### config.mk
export PLATFORM = sky130hd
export DESIGN_NAME = lfsr_rand_stream_flat
export DESIGN_NICKNAME = d
export VERILOG_FILES = /design/src/rtl/lfsr_rand_stream_if.sv /design/src/rtl/lfsr_rand_stream.sv /design/src/flat_wrapper.sv
export SDC_FILE = /design/constraint.sdc
export NUM_CORES = 1
export LEC_CHECK = 0
export CAP_MARGIN = 10
export CORE_MARGIN = 10
export CORE_UTILIZATION = 50
export CTS_CLUSTER_DIAMETER = 150
export CTS_CLUSTER_SIZE = 28
export DETAILED_ROUTE_END_ITERATION = 7
export DONT_BUFFER_PORTS = 1
export PLACE_DENSITY_LB_ADDON = 0.05
export REMOVE_ABC_BUFFERS = 1
export SKIP_LAST_GASP = 1
export SLEW_MARGIN = 20
export SYNTH_ARGS = -nofsm -noshare
export SYNTH_HDL_FRONTEND = slang
export SYNTH_SLANG_ARGS = --single-unit
### constraint.sdc
create_clock -name clk_i -period 5.4 [get_ports clk_i]
set_clock_uncertainty 0.15 [all_clocks]
set_input_delay 0.27 -clock clk_i [delete_from_list [all_inputs] [get_ports clk_i]]
set_output_delay 0.27 -clock clk_i [all_outputs]
set_load 0.02 [all_outputs]
### src/rtl/lfsr_rand_stream_if.sv
// Valid/ready sample stream from lfsr_rand_stream to its consumer.
// The master drives the sample and valid. The slave drives ready.
interface lfsr_rand_stream_if #(
  parameter int OUT_BITS = 8
);
  logic [OUT_BITS-1:0] rand_o;
  logic                rand_valid_o;
  logic                rand_ready_i;

  modport master (output rand_o, output rand_valid_o, input rand_ready_i);
  modport slave  (input rand_o, input rand_valid_o, output rand_ready_i);
endinterface

### src/rtl/lfsr_rand_stream.sv
// Fibonacci-XNOR LFSR sample generator with rejection-sampled range limit and valid/ready output.
// Optional: define RAND_REJECT_CNT_EN to add the saturating 16-bit reject_cnt_o output.
module lfsr_rand_stream #(
  parameter int               WIDTH    = 16,
  parameter int               OUT_BITS = 8,
  parameter logic [WIDTH-1:0] SEED     = '0
) (
  input  logic                clk_i,
  input  logic                rst_ni,
  input  logic                en_i,
  input  logic                seed_i,
  input  logic [WIDTH-1:0]    seed_data,
  input  logic [OUT_BITS-1:0] range_i,
  lfsr_rand_stream_if.master  stream_if,
`ifdef RAND_REJECT_CNT_EN
  output logic [15:0]         reject_cnt_o,
`endif
  output logic                busy_o
);

  if (WIDTH < 3 || WIDTH > 32) begin : g_bad_width
    $error("lfsr_rand_stream: WIDTH must be in 3..32");
  end
  if (OUT_BITS < 1 || OUT_BITS > WIDTH) begin : g_bad_out_bits
    $error("lfsr_rand_stream: OUT_BITS must be in 1..WIDTH");
  end
  if (SEED == {WIDTH{1'b1}}) begin : g_bad_seed
    $error("lfsr_rand_stream: SEED must not be the all-ones lock-up state");
  end

  // Maximal-length XNOR taps (XAPP052); bit n-1 set for tap n.
  function automatic logic [31:0] tap_mask(input int w);
    case (w)
      3:       return 32'h0000_0006;
      4:       return 32'h0000_000C;
      5:       return 32'h0000_0014;
      6:       return 32'h0000_0030;
      7:       return 32'h0000_0060;
      8:       return 32'h0000_00B8;
      9:       return 32'h0000_0110;
      10:      return 32'h0000_0240;
      11:      return 32'h0000_0500;
      12:      return 32'h0000_0829;
      13:      return 32'h0000_100D;
      14:      return 32'h0000_2015;
      15:      return 32'h0000_6000;
      16:      return 32'h0000_D008;
      17:      return 32'h0001_2000;
      18:      return 32'h0002_0400;
      19:      return 32'h0004_0023;
      20:      return 32'h0009_0000;
      21:      return 32'h0014_0000;
      22:      return 32'h0030_0000;
      23:      return 32'h0042_0000;
      24:      return 32'h00E1_0000;
      25:      return 32'h0120_0000;
      26:      return 32'h0200_0023;
      27:      return 32'h0400_0013;
      28:      return 32'h0900_0000;
      29:      return 32'h1400_0000;
      30:      return 32'h2000_0029;
      31:      return 32'h4800_0000;
      32:      return 32'h8020_0003;
      default: return 32'h0000_0000;
    endcase
  endfunction

  localparam logic [31:0]      TAPS32   = tap_mask(WIDTH);
  localparam logic [WIDTH-1:0] TAPS     = TAPS32[WIDTH-1:0];
  localparam int               CNT_W    = $clog2(OUT_BITS + 1);
  localparam logic [CNT_W-1:0] LAST_CNT = CNT_W'(OUT_BITS - 1);
  localparam int               HIST_W   = (OUT_BITS > 1) ? OUT_BITS - 1 : 1;

  typedef enum logic [1:0] {IDLE, FILL, VALID} state_e;

  state_e              state_q, state_d;
  logic [WIDTH-1:0]    lfsr_q, lfsr_d;
  logic [HIST_W-1:0]   sample_q, sample_d;
  logic [CNT_W-1:0]    cnt_q, cnt_d;
  logic [OUT_BITS-1:0] rand_q, rand_d;

  logic                next_bit;
  logic [OUT_BITS-1:0] candidate;
  logic [HIST_W-1:0]   sample_shift;
  logic                final_shift;
  logic                cand_ok;

  assign next_bit = ~^(lfsr_q & TAPS);

  // sample_q keeps only the bits already shifted in; next_bit completes the candidate.
  if (OUT_BITS > 1) begin : g_multi_bit
    assign candidate    = {sample_q, next_bit};
    assign sample_shift = candidate[HIST_W-1:0];
  end else begin : g_single_bit
    assign candidate    = next_bit;
    assign sample_shift = '0;
  end

  assign final_shift = (state_q == FILL) && en_i && (cnt_q == LAST_CNT);
  assign cand_ok     = (range_i == '0) || (candidate < range_i);

  always_comb begin
    // NOTE: every next-state value starts from its hold value so no path through
    // the case leaves one unassigned, which would otherwise infer a latch.
    state_d  = state_q;
    lfsr_d   = lfsr_q;
    sample_d = sample_q;
    cnt_d    = cnt_q;
    rand_d   = rand_q;

    unique case (state_q)
      IDLE: begin
        if (en_i) begin
          state_d = FILL;
          cnt_d   = '0;
        end
      end
      FILL: begin
        if (en_i) begin
          lfsr_d   = {lfsr_q[WIDTH-2:0], next_bit};
          sample_d = sample_shift;
          if (final_shift) begin
            cnt_d = '0;
            if (cand_ok) begin
              rand_d  = candidate;
              state_d = VALID;
            end
          end else begin
            cnt_d = cnt_q + CNT_W'(1);
          end
        end
      end
      VALID: begin
        if (stream_if.rand_ready_i) begin
          state_d = FILL;
          cnt_d   = '0;
        end
      end
      default: state_d = IDLE;
    endcase

    // Seeding overrides everything, including a same-edge accept.
    if (seed_i) begin
      lfsr_d   = (seed_data == {WIDTH{1'b1}}) ? SEED : seed_data;
      state_d  = IDLE;
      cnt_d    = '0;
      sample_d = '0;
    end
  end

  // NOTE: sequential state uses non-blocking assignments so every register
  // samples the pre-edge values, independent of statement order.
  always_ff @(posedge clk_i or negedge rst_ni) begin
    if (!rst_ni) begin
      state_q  <= IDLE;
      lfsr_q   <= SEED;
      sample_q <= '0;
      cnt_q    <= '0;
      rand_q   <= '0;
    end else begin
      state_q  <= state_d;
      lfsr_q   <= lfsr_d;
      sample_q <= sample_d;
      cnt_q    <= cnt_d;
      rand_q   <= rand_d;
    end
  end

  assign stream_if.rand_o       = rand_q;
  assign stream_if.rand_valid_o = (state_q == VALID);
  assign busy_o                 = (state_q == FILL);

`ifdef RAND_REJECT_CNT_EN
  logic [15:0] reject_cnt_q;
  logic        rejected;

  assign rejected = final_shift && !cand_ok && !seed_i;

  always_ff @(posedge clk_i or negedge rst_ni) begin
    if (!rst_ni) begin
      reject_cnt_q <= '0;
    end else if (seed_i) begin
      reject_cnt_q <= '0;
    end else if (rejected && (reject_cnt_q != 16'hFFFF)) begin
      reject_cnt_q <= reject_cnt_q + 16'd1;
    end
  end

  assign reject_cnt_o = reject_cnt_q;
`endif

endmodule

### src/flat_wrapper.sv
// flat-port wrapper written by rule: the top's interface ports become plain ports
module lfsr_rand_stream_flat 
#(
  parameter int               WIDTH    = 16,
  parameter int               OUT_BITS = 8,
  parameter logic [WIDTH-1:0] SEED     = '0
)
  (clk_i, rst_ni, en_i, seed_i, seed_data, range_i, busy_o, stream_if_rand_o, stream_if_rand_valid_o, stream_if_rand_ready_i);
  lfsr_rand_stream_if #(.OUT_BITS(OUT_BITS)) stream_if_i ();
  input  logic clk_i;
  input  logic rst_ni;
  input  logic en_i;
  input  logic seed_i;
  input  logic [WIDTH-1:0] seed_data;
  input  logic [OUT_BITS-1:0] range_i;
  output logic busy_o;
  output wire logic [$bits(stream_if_i.rand_o)-1:0] stream_if_rand_o;
  output wire logic [$bits(stream_if_i.rand_valid_o)-1:0] stream_if_rand_valid_o;
  input wire logic [$bits(stream_if_i.rand_ready_i)-1:0] stream_if_rand_ready_i;
  assign stream_if_rand_o = stream_if_i.rand_o;
  assign stream_if_rand_valid_o = stream_if_i.rand_valid_o;
  assign stream_if_i.rand_ready_i = stream_if_rand_ready_i;
  lfsr_rand_stream #(.WIDTH(WIDTH), .OUT_BITS(OUT_BITS), .SEED(SEED)) u_core (.clk_i(clk_i), .rst_ni(rst_ni), .en_i(en_i), .seed_i(seed_i), .seed_data(seed_data), .range_i(range_i), .stream_if(stream_if_i), .busy_o(busy_o));
endmodule
=== Yosys cells after proc, flatten, opt, wreduce, memory -nomap -nowiden ===
Cells that the tools add are included.

* Bits in registers: 37
* Bits of input ports: 29
* Word-level logic and storage cells: 49

* $add $sub $neg: 1
* $lt $le $gt $ge: 1
* Equality and inequality tests: 9
* Mux-type cells: 20
* Reduce and logical (&&, ||, !) cells: 13

{| class="wikitable"
|+ Operators by type and width
! operator !! count
|-
| $mux 16 || 4
|-
| $mux 7 || 3
|-
| $mux 4 || 5
|-
| $eq 16x16->1 const B || 1
|-
| $reduce_xnor 16->1 || 1
|-
| $mux 2 || 6
|-
| $pmux 4 s3 || 1
|-
| $ne 3x2->1 const B || 3
|-
| $logic_not 8->1 || 1
|-
| $lt 8x8->1 || 1
|-
| $reduce_and 4->1 || 2
|-
| $ne 3x3->1 const B || 2
|-
| $pmux 2 s3 || 1
|-
| $reduce_and 5->1 || 1
|-
| $add 4x1->4 const B || 1
|-
| $eq 4x3->1 const B || 1
|-
| $reduce_bool 2->1 || 2
|-
| $reduce_bool 4->1 || 1
|-
| $eq 2x1->1 const B || 1
|-
| $eq 2x2->1 const B || 1
|-
| $logic_and 1x1->1 || 2
|-
| $logic_not 2->1 || 1
|-
| $reduce_and 2->1 || 1
|-
| $logic_or 1x1->1 || 1
|}

=== Longest topological paths before layout ===
Gate-level depths: netlist (run 1).

* Depth in word-level cells: 8
* Depth in mapped cells: 7
* Depth with buffers taken out: 7

=== Least setup slack after synthesis (run 1) ===
Ideal clock, no wire load.

* Path kind: register to register
* Start: register u_core.lfsr_q[12]
* End: register u_core.rand_q[0], in the netlist u_core.stream_if.rand_o[0]
* Arrival time: 1.683 ns
* Setup slack: 3.442 ns
* Cell stages (with the launch flop): 6
* Path through: dfrtp_1 xnor2_1 xnor2_2 nor4_2 o311ai_4 mux2_2

* Cells in the longest elaborated chain, start to end: 4

{| class="wikitable"
|+ RTL lines
! element !! RTL line !! RTL
|-
| from (decl) || lfsr_rand_stream.sv:77 || <nowiki>logic [WIDTH-1:0] lfsr_q, lfsr_d;</nowiki>
|-
| from (signal assigned) || lfsr_rand_stream.sv:162 || <nowiki>lfsr_q <= lfsr_d;</nowiki>
|-
| $reduce_xnor 16->1 (*) || lfsr_rand_stream.sv:88 || <nowiki>assign next_bit = ~^(lfsr_q & TAPS);</nowiki>
|-
| $lt 8x8->1 || lfsr_rand_stream.sv:100 || <nowiki>assign cand_ok = (range_i == '0) || (candidate < range_i);</nowiki>
|-
| $logic_or 1x1->1 || lfsr_rand_stream.sv:100 ||
|-
| $reduce_and 4->1 (no source line) || n/a ||
|-
| to (signal assigned) || lfsr_rand_stream.sv:165 || <nowiki>rand_q <= rand_d;</nowiki>
|-
| to (decl) || lfsr_rand_stream.sv:80 || <nowiki>logic [OUT_BITS-1:0] rand_q, rand_d;</nowiki>
|}

Mark *: on every way between the ends. The rest lies on a longest branch, timed or not.
A chain may end at the register's enable or synchronous reset.

=== Worst setup path in the final report (run 1) ===
* Start: register u_core.state_q[1]
* End: register u_core.rand_q[5], in the netlist u_core.stream_if.rand_o[5]

* Cells in the longest elaborated chain, start to end: 4

{| class="wikitable"
|+ RTL lines
! element !! RTL line !! RTL
|-
| from (decl) || lfsr_rand_stream.sv:76 || <nowiki>state_e state_q, state_d;</nowiki>
|-
| from (signal assigned) || lfsr_rand_stream.sv:161 || <nowiki>state_q <= state_d;</nowiki>
|-
| $eq 2x1->1 (*) || lfsr_rand_stream.sv:99, lfsr_rand_stream.sv:111 ||
|-
| $logic_and 1x1->1 (2 in series) || lfsr_rand_stream.sv:99 || <nowiki>assign final_shift = (state_q == FILL) && en_i && (cnt_q == LAST_CNT);</nowiki>
|-
| $reduce_and 4->1 (no source line) (*) || n/a ||
|}

Marked as above.

==> out/qor.yml, run 1 <==
final_layout:
  fin_nets: 247
  drive_above_1_share_pct: 9.52
  fin_util_pct: 60.7
  nFillCells: 324
  insertedDiodeCount: 0
  area_growth_pct: 17.1
floorplan:
  die_width_um: 81.8
  pin_count: 39
  rows: 22
  dieArea_um2: 6690
  die_y_um: 81.8
  initial_core_util_pct: 51.8
  core_area_um2: 3690
logic_synthesis:
  synth_cell_types: 33
  synth_most_common_cell: "nand2_1"
  postSynthAreaPerCell_um2: 10.1
  synth_area_leader_cell: "dfrtp_1"
  synth_top_area_share_pct: 48.5
  syn_inst: 190
  ys_warn_count: 0
  yosys_register_bits: 37
  syn_area_um2: 1910
  async_flop_share_pct: 100
  ys_top_cells_by_count: "nand2_1, dfrtp_1, o21ai_0"
  synth_seq_area_share_pct: 48.5
  ys.flop_type: "dfrtp_1"
  synth_edf_count: 0
  synthTopCellsByArea: "dfrtp_1, nand2_1, mux2i_1"
run_status:
  outcome: "complete, no violations"
setup_path:
  start_kind: "flip-flop"
  path_class: "flip-flop to flip-flop"
  rrSetupSlack_ps: 3170
  crit_required_ps: 5420
  reg2reg_from: "u_core.state_q[1]"
  worstRegToRegCells: 5
  r2r-end: "u_core.stream_if.rand_o[5]"
  startpoint: "u_core.state_q[1]"
  cp_max_fo: 24
  cp.arrival_ps: 2250
  crit_path_end_kind: "flip-flop"
sta:
  rsz0062_at_grt: "false"
  finalSetupViolCount: 0
  relSlewSlack_pct: 46.9
  worstMarginPinSlew_ps: 794
  hold_viol: 0
  tns_ps: 0
  fmax_mhz: 449
  fin_crit_sh_pct: 41.3
  maxSlewViolCount: 0
  period_needed_ps: 2230
routing:
  routed_wl_um: 4140
  drt_iter0_drc: 46
  vias: 1438
  viasPerCell: 5.57
  antenna_left: 0
  firstDrtPassIters: 5
  wl_per_cell_um: 16.1
  drcViolationCount: 0
power_and_ir_drop:
  power.switching_uw: 146
  p_leak_nw: 1.09
  p_seq_share_pct: 52.4
  power_frac_clock_pct: 33.3
  p_per_area_nw_per_um2: 259
  switching_share_pct: 25.2
  power_frac_comb_pct: 14.3
  ir_drop_mv: 0.174
  p_int_uw: 434
clock_tree:
  cts.path.max_buffers: 2
  htreeDepth: 2
  clk_latency_ps: 280
  cts_buffers: 5
  cts_resized: 0
  numClockSinks: 37
  root_buffer: "clkbuf_8"
  cts_tree: "done"
  clkTransAtPathRegs_ps: 70
job:
  cap_violations: 0
grt:
  grt_max_degree: 38
  grtUsageTotal_pct: 13.3
  antenna_found_initial: 0
  grt_overflow: 0
  grt_pass1_vias: 1507
  grt_pass1_wl_um: 7090
placed_design:
  io_buffers: 0
  hpwlAfterDp_um: 2910
  gp_congestion: 0.759
min_path:
  holdCritPathClass: "primary input to flip-flop"
  hold_depth: 3
  worstHoldStart: "seed_i"
  hold_end: "u_core.cnt_q[1]"
==> metal layers <==
| metal | routed length, um | GRT usage (%) | vias to the layer above |
|---|---|---|---|
| met5 | 0 | 0 | - |
| met4 | 38 | 3.57 | 0 |
| met3 | 420 | 5.79 | 5 |
| met2 | 1900 | 21.7 | 46 |
| met1 | 1780 | 15.8 | 678 |
| li1 | - | - | 709 |
==> cell type report <==
cell class	instances	area, um2	area share (%)
repair buffers	20	208	9.28
well taps	48	60.1	2.68
inverters	7	26.3	1.17
clock buffers	7	86.3	3.86
flip-flops and latches	37	926	41.4
multi-input cells	139	931	41.6
==> how the worst max path moves through the flow <==
stage	end	depth (start not counted)	slack (ps)
3_3_place_gp	u_core.stream_if.rand_o[5]	5	3230
2_1_floorplan	u_core.stream_if.rand_o[0]	4	2800
5_1_grt	u_core.stream_if.rand_o[5]	5	3070
4_1_cts	u_core.stream_if.rand_o[5]	5	3150
6_report	u_core.stream_if.rand_o[5]	5	3170
3_5_place_dp	u_core.stream_if.rand_o[5]	5	3160
==> power groups by stage <==
stage	registers [mW]	clock network, mW	logic [mW]
after global placement	0.309	0	0.0626
final	0.303	0.193	0.0830
after detailed placement	0.309	0	0.0637
after floorplan	0.306	0	0.0539
after CTS	0.304	0.199	0.0839
after global routing	0.306	0.210	0.0930
==> cell usage in the layout (no fill, tap or decap), drive strengths merged <==
| cell type | netlist | routed |
|---|---|---|
| mux2i | 15 | 15 |
| inv | 7 | 7 |
| nor4 | 3 | 3 |
| or3 | 1 | 1 |
| dfrtp | 37 | 37 |
| nand3b | 1 | 1 |
| nand2b | 2 | 2 |
| nor3 | 2 | 2 |
| a21oi | 13 | 13 |
| o21ai | 19 | 19 |
| nand2 | 41 | 41 |
| clkbuf | 6 | 7 |
| o211ai | 1 | 1 |
| dlygate4sd3 | 0 | 18 |
| buf | 1 | 2 |
| nand4 | 5 | 5 |
| nor3b | 1 | 1 |
| o41a | 1 | 1 |
| nand3 | 2 | 2 |
| a211o | 1 | 1 |
| a21o | 2 | 2 |
| o311ai | 1 | 1 |
| o31ai | 1 | 1 |
| and2 | 1 | 1 |
| a211oi | 1 | 1 |
| ha | 8 | 8 |
| mux2 | 8 | 8 |
| nor2b | 4 | 4 |
| xnor2 | 3 | 3 |
| or2b | 1 | 1 |
| nand4b | 1 | 1 |
==> logic make-up after synthesis <==
| kind of cell | Yosys count | share of synthesized area (%) |
|---|---|---|
| fa+ha+maj | 8 | 5.24 |
| mux | 23 | 12.6 |
| compound gates | 40 | 12.8 |
| buf+inv | 14 | 2.82 |
| xor+xnor | 3 | 1.77 |
| flops | 37 | 48.5 |
| simple gates | 65 | 16.3 |
==> registers in the layout, indices dropped and copies added, names as in the netlist <==
signal	count
u_core.lfsr_q	16
u_core.stream_if.rand_o	8
u_core.sample_q	7
u_core.cnt_q	4
u_core.state_q	2
==> through the flow <==
step | setup slack [ps] | cells | hold slack (ps) | power (mW) | cell area, um2
after floorplan | 2800 | 183 | -176 | 0.360 | 1880
final | 3170 | 258 | 31.9 | 0.580 | 2240
after global placement | 3230 | 232 | -174 | 0.371 | 1950
after global routing | 3070 | 258 | 30.2 | 0.608 | 2240
after detailed placement | 3160 | 232 | -174 | 0.373 | 1950
after CTS | 3150 | 258 | 23.2 | 0.587 | 2240
==> worst max-delay path, stage by stage (launching register included) <==
cell and delay [ps]:
dfrtp_1 410, nand3b_1 160, buf_4 250, nor3_1 470, o311ai_4 310, mux2_2 360
==> repair_timing <==
item,4_1_cts,5_1_grt
hold buffers,19,0
hold endpoints to repair,61,0
setup buffers,0,0
No activity file was read; power rests on OpenSTA's default activity.
==> run 2, diff against run 1 <==
==> constraint.sdc (replaced) <==
create_clock -name clk_i -period 2.28 [get_ports clk_i]
set_clock_uncertainty 0.15 [all_clocks]
set_input_delay 0.114 -clock clk_i [delete_from_list [all_inputs] [get_ports clk_i]]
set_output_delay 0.114 -clock clk_i [all_outputs]
set_load 0.02 [all_outputs]
==> out/qor.yml, run 2 (same netlist as run 1, synthesis figures left out) <==
run_status:
  outcome: "complete, no violations"
setup_path:
  cpPeakStageDelay_ps: 400
  crit_required_ps: 2300
  crit_chain: "xnor2_1 > xnor2_2 > nor4_2 > o311ai_4 > buf_4 > mux2_2"
  startpoint: "u_core.lfsr_q[12]"
  crit_path_end_kind: "flip-flop"
  critical_path_buf_inv_count: 1
  cp_max_fo: 5
  start_kind: "flip-flop"
  cp.arrival_ps: 2150
  path_class: "flip-flop to flip-flop"
  cpMaxStageDelayCell: "dfrtp_1"
  reg2reg_from: "u_core.lfsr_q[12]"
  critPathTopFamily: "XOR/XNOR gates"
final_layout:
  nFillCells: 328
  final_common_cell: "nand2_1"
  insertedDiodeCount: 0
  top_register: "u_core.lfsr_q"
  largest_register_ffs: 16
  fin_nets: 252
  final_cell_count_no_fill: 264
  layout_common_cells: "nand2_1, dfrtp_1, o21ai_0, dlygate4sd3_1, mux2i_1"
  area_growth_pct: 18.9
  drive_above_1_share_pct: 10.6
routing:
  drt_iter0_drc: 58
  firstDrtPassIters: 4
  routed_wl_um: 4360
  drcViolationCount: 0
  vias: 1480
  antenna_left: 0
  viasPerCell: 5.61
  wl_per_cell_um: 16.5
job:
  cap_violations: 0
clock_tree:
  root_buffer: "clkbuf_8"
  clkTransAtPathRegs_ps: 70
  htreeDepth: 2
  numClockSinks: 37
  clk_latency_ps: 290
  cts_buffers: 5
  cts_setup_buffers: 0
  cts_tree: "done"
  cts.path.max_buffers: 2
  cts_resized: 0
placed_design:
  hpwlAfterDp_um: 3100
  placedCellCount: 236
  gp_congestion: 0.749
  io_buffers: 0
grt:
  antenna_found_initial: 0
  grt_max_degree: 38
  grt_pass1_vias: 1585
  grtUsageTotal_pct: 14.0
  grt_overflow: 0
  grt_pass1_wl_um: 7290
floorplan:
  initial_core_util_pct: 51.8
  die_width_um: 81.8
  dieArea_um2: 6690
  die_y_um: 81.8
  pin_count: 39
  core_area_um2: 3690
  rows: 22
sta:
  finalSetupViolCount: 0
  worstMarginPinSlew_ps: 895
  relSlewSlack_pct: 40.2
  period_needed_ps: 2130
  fmax_mhz: 469
  hold_viol: 0
  maxSlewViolCount: 0
  hold_ws_ps: 23.3
  rsz0062_at_grt: "false"
  fin_crit_sh_pct: 93.4
power_and_ir_drop:
  p_leak_nw: 1.11
  ir_drop_mv: 0.421
  p_per_area_nw_per_um2: 599
min_path:
  holdCritPathClass: "primary input to flip-flop"
  worstHoldStart: "seed_i"
run 2: final timing paths:
check                                        endpoint  slack [ps]  depth (start not counted)
max                        u_core.stream_if.rand_o[6]         150                          6
min                                   u_core.cnt_q[2]          20                          4
min reg2reg                           u_core.cnt_q[3]         360                          1
min in group asynchronous  u_core.stream_if.rand_o[1]         130                          2
max in group asynchronous           u_core.state_q[0]        1670                          2
max reg2reg                u_core.stream_if.rand_o[6]         150                          6
run 2: final cells by class:
cell class | count | area [um2] | area share (%)
clock buffers | 8 | 80.1 | 3.53
multi-input cells | 139 | 931 | 41.0
repair buffers | 25 | 248 | 10.9
well taps | 48 | 60.1 | 2.64
inverters | 7 | 26.3 | 1.16
flip-flops and latches | 37 | 926 | 40.8
run 2: stage by stage:
stage	total power, mW	setup TNS (ps)	util, %	cell area [um2]	worst slack [ps]
after CTS	1.37	0	61.6	2270	114
after global placement	0.880	0	53.7	1980	220
after detailed placement	0.888	0	53.7	1980	133
final	1.36	0	61.6	2270	150
after floorplan	0.852	-3040	-	1880	-322
after global routing	1.43	0	61.6	2270	44.4
run 2: worst reg2reg max path: stages, from the launching register on:
cell	delay, ps
dfrtp_1	400
xnor2_1	270
xnor2_2	180
nor4_2	90
o311ai_4	370
buf_4	210
mux2_2	340
run 2: timing repair:
action / CTS / global route
hold endpoints to repair: 65 / 0
hold buffers: 20 / 0
setup endpoints to repair: 0 / 0
run 2: where the power goes:
part / switching, mW / leakage, nW / internal [mW]
logic: 0.105 / 0.583 / 0.0970
clock network: 0.220 / 0.0395 / 0.217
registers: 0.0266 / 0.486 / 0.694
run 2: layer usage:
layer  vias up  wire, um  track usage, %
met2        43      2100            22.2
li1        720         -               -
met3         6       402            5.13
met5         -         0               0
met4         0        61            6.12
met1       711      1800            16.7
